File: src/rtl/fpga_robots_game_sched_pkg.sv
// Shared definitions for the robots-game command scheduler and the play engine:
// opcodes, command bit positions, engine status codes and move arguments.
package fpga_robots_game_sched_pkg;

  // Opcodes handed to the play engine.
  typedef enum logic [3:0] {
    CMD_IDLE     = 4'd0,
    CMD_DUMP     = 4'd1,
    CMD_NEWGAME  = 4'd2,
    CMD_NEWLEVEL = 4'd3,
    CMD_ENDLEVEL = 4'd4,
    CMD_MOVE     = 4'd5
  } opcode_e;

  // Bit positions inside the keyboard command pulse word.
  typedef enum logic [3:0] {
    CB_N    = 4'd0,
    CB_NE   = 4'd1,
    CB_E    = 4'd2,
    CB_SE   = 4'd3,
    CB_S    = 4'd4,
    CB_SW   = 4'd5,
    CB_W    = 4'd6,
    CB_NW   = 4'd7,
    CB_STAY = 4'd8,
    CB_TELE = 4'd9,
    CB_NEW  = 4'd10,
    CB_DUMP = 4'd11
  } cmd_bit_e;

  // Status reported by the engine together with op_done.
  typedef enum logic [1:0] {
    ST_CONTINUE = 2'd0,
    ST_CLEARED  = 2'd1,
    ST_DEAD     = 2'd2,
    ST_RSVD     = 2'd3
  } status_e;

  // MOVE argument codes (equal to the command bit index that produced them).
  typedef enum logic [3:0] {
    ARG_N    = 4'd0,
    ARG_NE   = 4'd1,
    ARG_E    = 4'd2,
    ARG_SE   = 4'd3,
    ARG_S    = 4'd4,
    ARG_SW   = 4'd5,
    ARG_W    = 4'd6,
    ARG_NW   = 4'd7,
    ARG_STAY = 4'd8,
    ARG_TELE = 4'd9
  } move_arg_e;

  // Scheduler states.
  typedef enum logic [1:0] {
    S_IDLE   = 2'd0,
    S_WAITVB = 2'd1,
    S_ISSUE  = 2'd2,
    S_RUN    = 2'd3
  } sched_state_e;

  // Follow-on operation queued by a completed opcode.
  typedef enum logic [1:0] {
    CH_NONE     = 2'd0,
    CH_NEWLEVEL = 2'd1,
    CH_ENDLEVEL = 2'd2
  } chain_e;

  // Command bits that request a MOVE (directions, stay, teleport).
  localparam logic [15:0] MOVE_CMD_MASK = 16'h03FF;

  // True when the opcode has to start inside vertical blanking.
  function automatic logic op_needs_vblank(input logic [5:0] mask, input opcode_e op);
    logic [15:0] m;
    m = {10'b0, mask};
    return m[op];
  endfunction

endpackage

File: src/rtl/fpga_robots_game_prienc16.sv
// Lowest-set-bit priority encoder over a 16-bit request vector.
module fpga_robots_game_prienc16 (
  input  logic [15:0] req_i,
  output logic [3:0]  idx_o,
  output logic        any_o
);

  // Scan upward and keep the first set bit found.
  always_comb begin
    idx_o = '0;
    any_o = 1'b0;
    for (int unsigned i = 0; i < 16; i++) begin
      if (req_i[i] && !any_o) begin
        idx_o = i[3:0];
        any_o = 1'b1;
      end
    end
  end

endmodule

File: src/rtl/fpga_robots_game_sched.sv
// Command scheduler between the keyboard decoder and the play engine.
// Latches command pulses as pending requests, picks one by priority, waits for
// vblank where needed, hands it over with valid/ready and tracks completion,
// follow-on opcodes, game-over and a watchdog on the engine.
module fpga_robots_game_sched
  import fpga_robots_game_sched_pkg::*;
#(
  parameter int unsigned     TO_W    = 17,
  parameter logic [TO_W-1:0] TIMEOUT = 17'd100000,
  parameter logic [5:0]      VB_MASK = 6'b111100
) (
  input  logic        clk,
  input  logic        rst,
  input  logic [15:0] cmd,
  input  logic        vblank,
  output logic        op_valid,
  output logic [3:0]  op_code,
  output logic [3:0]  op_arg,
  input  logic        op_ready,
  input  logic        op_done,
  input  logic [1:0]  op_status,
  output logic        game_active,
  output logic        err
);

  sched_state_e    state_q, state_d;
  opcode_e         cur_op_q, cur_op_d;
  opcode_e         sel_op;
  chain_e          chain_q, chain_d;
  logic [3:0]      op_arg_q, op_arg_d;
  logic [3:0]      mv_arg_q, mv_arg_d;
  logic            p_new_q, p_new_d;
  logic            p_dump_q, p_dump_d;
  logic            p_move_q, p_move_d;
  logic            game_active_q, game_active_d;
  logic            err_q, err_d;
  logic [TO_W-1:0] wd_q, wd_d;

  logic [3:0]      mv_idx;
  logic            mv_any;
  logic            mv_take;
  logic            accept;
  logic            run_done;
  logic            wd_count;
  logic            wd_expire;
  logic            st_cleared;
  logic            st_dead;

  fpga_robots_game_prienc16 u_prienc (
    .req_i (cmd & MOVE_CMD_MASK),
    .idx_o (mv_idx),
    .any_o (mv_any)
  );

  assign mv_take    = mv_any && (game_active_q || p_new_q);
  assign accept     = (state_q == S_ISSUE) && op_ready;
  assign run_done   = (state_q == S_RUN) && op_done;
  assign wd_count   = (state_q == S_RUN) && (cur_op_q != CMD_DUMP);
  // A done pulse on the expiry cycle still counts as a normal completion.
  assign wd_expire  = wd_count && (wd_q == TIMEOUT) && !op_done;
  assign st_cleared = (op_status == ST_CLEARED);
  assign st_dead    = (op_status == ST_DEAD);

  assign op_valid    = (state_q == S_ISSUE);
  assign op_code     = cur_op_q;
  assign op_arg      = op_arg_q;
  assign game_active = game_active_q;
  assign err         = err_q;

  // Priority pick among pending requests: NEWGAME > chain > DUMP > MOVE.
  always_comb begin
    sel_op = CMD_IDLE;
    if (p_new_q)                      sel_op = CMD_NEWGAME;
    else if (chain_q == CH_NEWLEVEL)  sel_op = CMD_NEWLEVEL;
    else if (chain_q == CH_ENDLEVEL)  sel_op = CMD_ENDLEVEL;
    else if (p_dump_q)                sel_op = CMD_DUMP;
    else if (p_move_q)                sel_op = CMD_MOVE;
  end

  // Pending request flags; a pulse on the accept edge re-arms the flag.
  always_comb begin
    p_new_d  = p_new_q;
    p_dump_d = p_dump_q;
    p_move_d = p_move_q;
    mv_arg_d = mv_arg_q;
    if (accept && (cur_op_q == CMD_NEWGAME)) p_new_d  = 1'b0;
    if (accept && (cur_op_q == CMD_DUMP))    p_dump_d = 1'b0;
    if (accept && (cur_op_q == CMD_MOVE))    p_move_d = 1'b0;
    if (cmd[CB_NEW])  p_new_d  = 1'b1;
    if (cmd[CB_DUMP]) p_dump_d = 1'b1;
    if (mv_take) begin
      p_move_d = 1'b1;
      mv_arg_d = mv_idx;
    end
    // Player death flushes any queued move.
    if (run_done && (cur_op_q == CMD_MOVE) && st_dead) p_move_d = 1'b0;
  end

  // Chain register, game-active tracking and sticky watchdog error.
  always_comb begin
    chain_d       = chain_q;
    game_active_d = game_active_q;
    err_d         = err_q;
    if (accept && ((cur_op_q == CMD_NEWGAME) || (cur_op_q == CMD_NEWLEVEL) ||
                   (cur_op_q == CMD_ENDLEVEL))) begin
      chain_d = CH_NONE;
    end
    if (run_done) begin
      case (cur_op_q)
        CMD_NEWGAME: begin
          chain_d       = CH_NEWLEVEL;
          game_active_d = 1'b1;
        end
        CMD_MOVE: begin
          if (st_cleared) chain_d = CH_ENDLEVEL;
          if (st_dead)    game_active_d = 1'b0;
        end
        CMD_ENDLEVEL: chain_d = CH_NEWLEVEL;
        CMD_NEWLEVEL: chain_d = CH_NONE;
        default:      chain_d = chain_q;
      endcase
    end
    if (wd_expire) begin
      chain_d = CH_NONE;
      err_d   = 1'b1;
    end
  end

  // Scheduler next state, offered opcode/argument and watchdog counter.
  always_comb begin
    state_d  = state_q;
    cur_op_d = cur_op_q;
    op_arg_d = op_arg_q;
    wd_d     = wd_q;
    unique case (state_q)
      S_IDLE: begin
        cur_op_d = sel_op;
        op_arg_d = '0;
        if (sel_op != CMD_IDLE) begin
          if (op_needs_vblank(VB_MASK, sel_op)) begin
            state_d = S_WAITVB;
          end else begin
            state_d = S_ISSUE;
            if (sel_op == CMD_MOVE) op_arg_d = mv_arg_d;
          end
        end
      end
      S_WAITVB: begin
        if (vblank) begin
          state_d = S_ISSUE;
          // Argument frozen here so the latest move before vblank is the one sent.
          if (cur_op_q == CMD_MOVE) op_arg_d = mv_arg_d;
        end
      end
      S_ISSUE: begin
        if (op_ready) begin
          state_d = S_RUN;
          wd_d    = '0;
        end
      end
      S_RUN: begin
        if (op_done || wd_expire) begin
          state_d  = S_IDLE;
          cur_op_d = CMD_IDLE;
          op_arg_d = '0;
        end else if (wd_count && (wd_q != TIMEOUT)) begin
          wd_d = wd_q + 1'b1;
        end
      end
      default: state_d = S_IDLE;
    endcase
  end

  // State and request registers with synchronous reset.
  always_ff @(posedge clk) begin
    if (rst) begin
      state_q       <= S_IDLE;
      cur_op_q      <= CMD_IDLE;
      chain_q       <= CH_NONE;
      op_arg_q      <= '0;
      mv_arg_q      <= '0;
      p_new_q       <= 1'b0;
      p_dump_q      <= 1'b0;
      p_move_q      <= 1'b0;
      game_active_q <= 1'b0;
      err_q         <= 1'b0;
      wd_q          <= '0;
    end else begin
      state_q       <= state_d;
      cur_op_q      <= cur_op_d;
      chain_q       <= chain_d;
      op_arg_q      <= op_arg_d;
      mv_arg_q      <= mv_arg_d;
      p_new_q       <= p_new_d;
      p_dump_q      <= p_dump_d;
      p_move_q      <= p_move_d;
      game_active_q <= game_active_d;
      err_q         <= err_d;
      wd_q          <= wd_d;
    end
  end

endmodule

File: config.mk
export PLATFORM = sky130hd
export DESIGN_NAME = fpga_robots_game_sched
export DESIGN_NICKNAME = d
export VERILOG_FILES = /design/src/rtl/fpga_robots_game_sched_pkg.sv /design/src/rtl/fpga_robots_game_prienc16.sv /design/src/rtl/fpga_robots_game_sched.sv
export SDC_FILE = /design/constraint.sdc
export NUM_CORES = 1
export LEC_CHECK = 0
export BUFFER_PORTS_ARGS = -buffer_cell sky130_fd_sc_hd__buf_2
export CAP_MARGIN = 20
export CORE_UTILIZATION = 61
export DETAILED_ROUTE_END_ITERATION = 8
export GPL_TIMING_DRIVEN = 0
export PLACE_DENSITY_LB_ADDON = 0.2
export SLEW_MARGIN = 20
export SYNTH_ARGS = -nofsm -noshare
export SYNTH_HDL_FRONTEND = slang
export SYNTH_HIERARCHICAL = 1
export SYNTH_SLANG_ARGS = --single-unit
File: constraint.sdc
create_clock -name clk -period 4.9 [get_ports clk]
set_clock_uncertainty 0.2 [all_clocks]
set_input_delay 0.49 -clock clk [delete_from_list [all_inputs] [get_ports clk]]
set_output_delay 0.49 -clock clk [all_outputs]
set_load 0.02 [all_outputs]
==> impl_metrics.csv <==
group,metric,value,unit
synth,async_reset_ff_share,0,%
cells_and_area,antenna_cells,0,
floorplanning,num_rows,21,
placed_design,dp.final_hpwl,3.89,mm
min_path,holdPathStages,3,
setup_path,ff2ff_setup_slack,2.22,ns
global_routing,grt_pass1_vias,1992,
sta,fin_crit_sh,54.8,%
cts,clock_latency,0.35,ns
drt,wl_per_cell,13.7,µm
setup_path,critPathBufInv,1,
synth,synth_fa_ha_area_share,3.92,%
cts,root_buffer,"clkbuf_4",
floorplanning,ios,34,
floorplanning,coreArea,0.00342,mm²
placed_design,place_area,0.00251,mm²
sta,tns,0,ns
synth,ys_types,58,
setup_path,critPathSlowestCell,"a2111oi_4",
setup_path,start_kind,"register",
placed_design,gp_congestion,0.871,
cells_and_area,stdcell_area,0.00256,mm²
sta,tightest_slew,0.728,ns
setup_path,path_max_fanout,9,
min_path,worstHoldStart,"cmd[11]",
cts,cts_buffers,5,
cells_and_area,syn_to_final_growth,14.8,%
setup_path,cp_data_arrival_time,2.78,ns
setup_path,worstPathRequired,5.00,ns
global_routing,grt_start_max_net_pins,11,
drt,antenna_left,0,
cells_and_area,final_nets,363,
cts,cts_hold_buf,0,
drt,first_pass_iters,4,
sta,setup_violations,0,
sta,hold_viol_final,0,
synth,synth-seq-cells,37,
drt,first_iter_violations,248,
drt,vias_per_cell,5.81,
global_routing,antenna_found_initial,0,
sta,drv_slew,0,
setup_path,end_kind,"register",
synth,synth-simple-area-share,30.3,%
synth,synth_edf_count,0,
min_path,min_to,"p_dump_q$_SDFFE_PP0P_",
cells_and_area,layout-drive-gt1-share,14.1,%
synth,synth_xor_area_share,3.92,%
floorplanning,start_util,65.4,%
pwr,irDropWorstVdd,0.253,mV
drt,drc,0,
cts,htreeDepth,2,
synth,netlist_instances,277,
drt,vias,2201,
setup_path,worst-setup-path-type,"reg -> reg",
placed_design,port_buffers,27,
min_path,hp-class,"in -> reg",
setup_path,cpPeakStageDelay,0.63,ns
synth,muxShareOfSynthArea,2.30,%
floorplanning,die_area,0.00391,mm²
global_routing,grt_overflow,0,
synth,synth_area,0.00223,mm²
cts,cts.sinks,37,
cts,ctsResizeCount,0,
pwr,p_leak,0.00104,µW
setup_path,worstReg2RegStart,"state_q[0]$_SDFFE_PP0P_",
sta,min_period,2.68,ns
synth,yosysSeqAreaShare,33.2,%
cts,post-cts-setup-buffer-count,0,
global_routing,grt_pass1_wl,8.80,mm
synth,syn_avg_cell_area,8.06,µm²
setup_path,ff2ff_path_depth,7,
sta,rsz0062_at_grt,"false",
drt,routed_wl,5.19,mm
cts,cts_tree,"done",
cells_and_area,final_cell_mix,"42 x nor2_1, 37 x dfxtp_1, 28 x buf_2",
setup_path,cp_top_family,"compound AO/OA/AOI/OAI gates",
cells_and_area,mostFrequentLayoutCell,"nor2_1",
synth,yosysWarnings,6,
cts,clk_path_buf_depth,2,
sta,maxSlewHeadroom,51.1,%
pwr,p_per_area,304,mW/mm²
cts,clk_pin_slew,0.10,ns
sta,fmax,373,MHz
status,outcome,"finished, final reports clean",
synth,synth_top_family_by_area,"simple AND/OR/NAND/NOR gates",
global_routing,grt.total_usage,28.4,%
synth,synthFlopType,"dfxtp_1",
setup_path,path_cells,"inv_1 -> ha_1 -> nor2b_1 -> a2111oi_4 -> o21ai_4 -> or4_1 -> nand2_1",
cells_and_area,utilization,75.1,%
setup_path,r2r_end,"wd_q[10]$_SDFFE_PP0P_",
floorplanning,die_h,62.5,µm
job,max_cap_violations,0,
synth,synth_compound_area_share,21.0,%
floorplanning,die_width,62.5,µm
[kinds of logic (layout without fill, tap and decap cells)]
logic type,after synthesis,after routing
adder cells (fa/ha/maj),7,7
XOR/XNOR,10,10
other,1,23
flip-flops,37,37
AO/OA/AOI/OAI,61,61
AND/OR/NAND/NOR,128,128
buffers and inverters,28,62
multiplexers,5,5
[cells in the mapped netlist, types with 3 or more instances]
cell type  count  area share, %
nor2_1        42            7.1
dfxtp_1       37             33
inv_1         20            3.4
nand2_1       16            2.7
nand3_1       15            3.4
a21oi_1       14            3.1
nand4_1        9            2.5
xor2_1         8            3.1
ha_1           7            3.9
nand2b_1       7            2.0
a211o_1        6            2.4
nor3_1         6            1.3
nor4_1         6            1.7
or3_1          6            1.7
nor2b_1        5            1.4
o31ai_1        5            1.7
mux2i_1        4            1.8
o211ai_1       4            1.3
o21ai_0        4           0.90
a31oi_1        3           0.84
clkbuf_1       3           0.50
o21a_1         3            1.0
o21bai_1       3            1.0
o41ai_1        3            1.2
or2_2          3           0.84
[area by class of cell]
class	count	area, µm²
sequential	37	741
timing repair buffer	27	135
tap	46	57.6
inverter	20	75.1
clock buffer	7	55.1
fill	273	852
multi-input combinational	234	1460
buffer	8	43.8
[flip-flops by register name, summed over array words and instances (netlist names)]
signal / cells
state_q: 2
err: 1
op_code: 3
wd_q: 17
game_active: 1
p_new_q: 1
p_move_q: 1
p_dump_q: 1
op_arg: 4
chain_q: 2
mv_arg_q: 4
[worst min-delay path: stages]
cell     delay [ns]
buf_2          0.08
a21oi_1        0.03
nor2_1         0.07
[worst max-delay path by stage]
| stage | start | end | depth (start not counted) |
|---|---|---|---|
| 3_5_place_dp | cmd[1] | op_arg[0]$_SDFFE_PP0P_ | 7 |
| 3_3_place_gp | cmd[1] | op_arg[0]$_SDFFE_PP0P_ | 7 |
| 4_1_cts | state_q[0]$_SDFFE_PP0P_ | wd_q[10]$_SDFFE_PP0P_ | 7 |
| 2_1_floorplan | cmd[1] | op_arg[0]$_SDFFE_PP0P_ | 6 |
| 6_report | state_q[0]$_SDFFE_PP0P_ | wd_q[10]$_SDFFE_PP0P_ | 7 |
| 5_1_grt | state_q[0]$_SDFFE_PP0P_ | wd_q[10]$_SDFFE_PP0P_ | 7 |
[per-layer routing]
metal,global-route usage (%),up-vias,part of all wire (%)
met2,45.1,76,45
met5,0,-,0
met1,37.6,1026,47
met3,5.47,8,6.3
li1,-,1091,-
met4,11.6,0,1.5
[power by group]
part,leakage [µW],internal (µW),switching (µW)
logic,0.000709,99.4,180
registers,0.000300,319,16.0
clock network,0.0000314,67.7,98.2
total,0.00104,486,294
[metrics by stage]
step | power, µW | cells | worst slack, ns | hold WS, ns
2_1_floorplan | 548 | 299 | 2.46 | 0.260
3_3_place_gp | 604 | 372 | 2.13 | 0.249
3_5_place_dp | 615 | 372 | 2.13 | 0.271
4_1_cts | 777 | 379 | 2.24 | 0.139
5_1_grt | 826 | 379 | 2.11 | 0.163
6_report | 780 | 379 | 2.22 | 0.141
No activity file was read; power rests on OpenSTA's default activity.
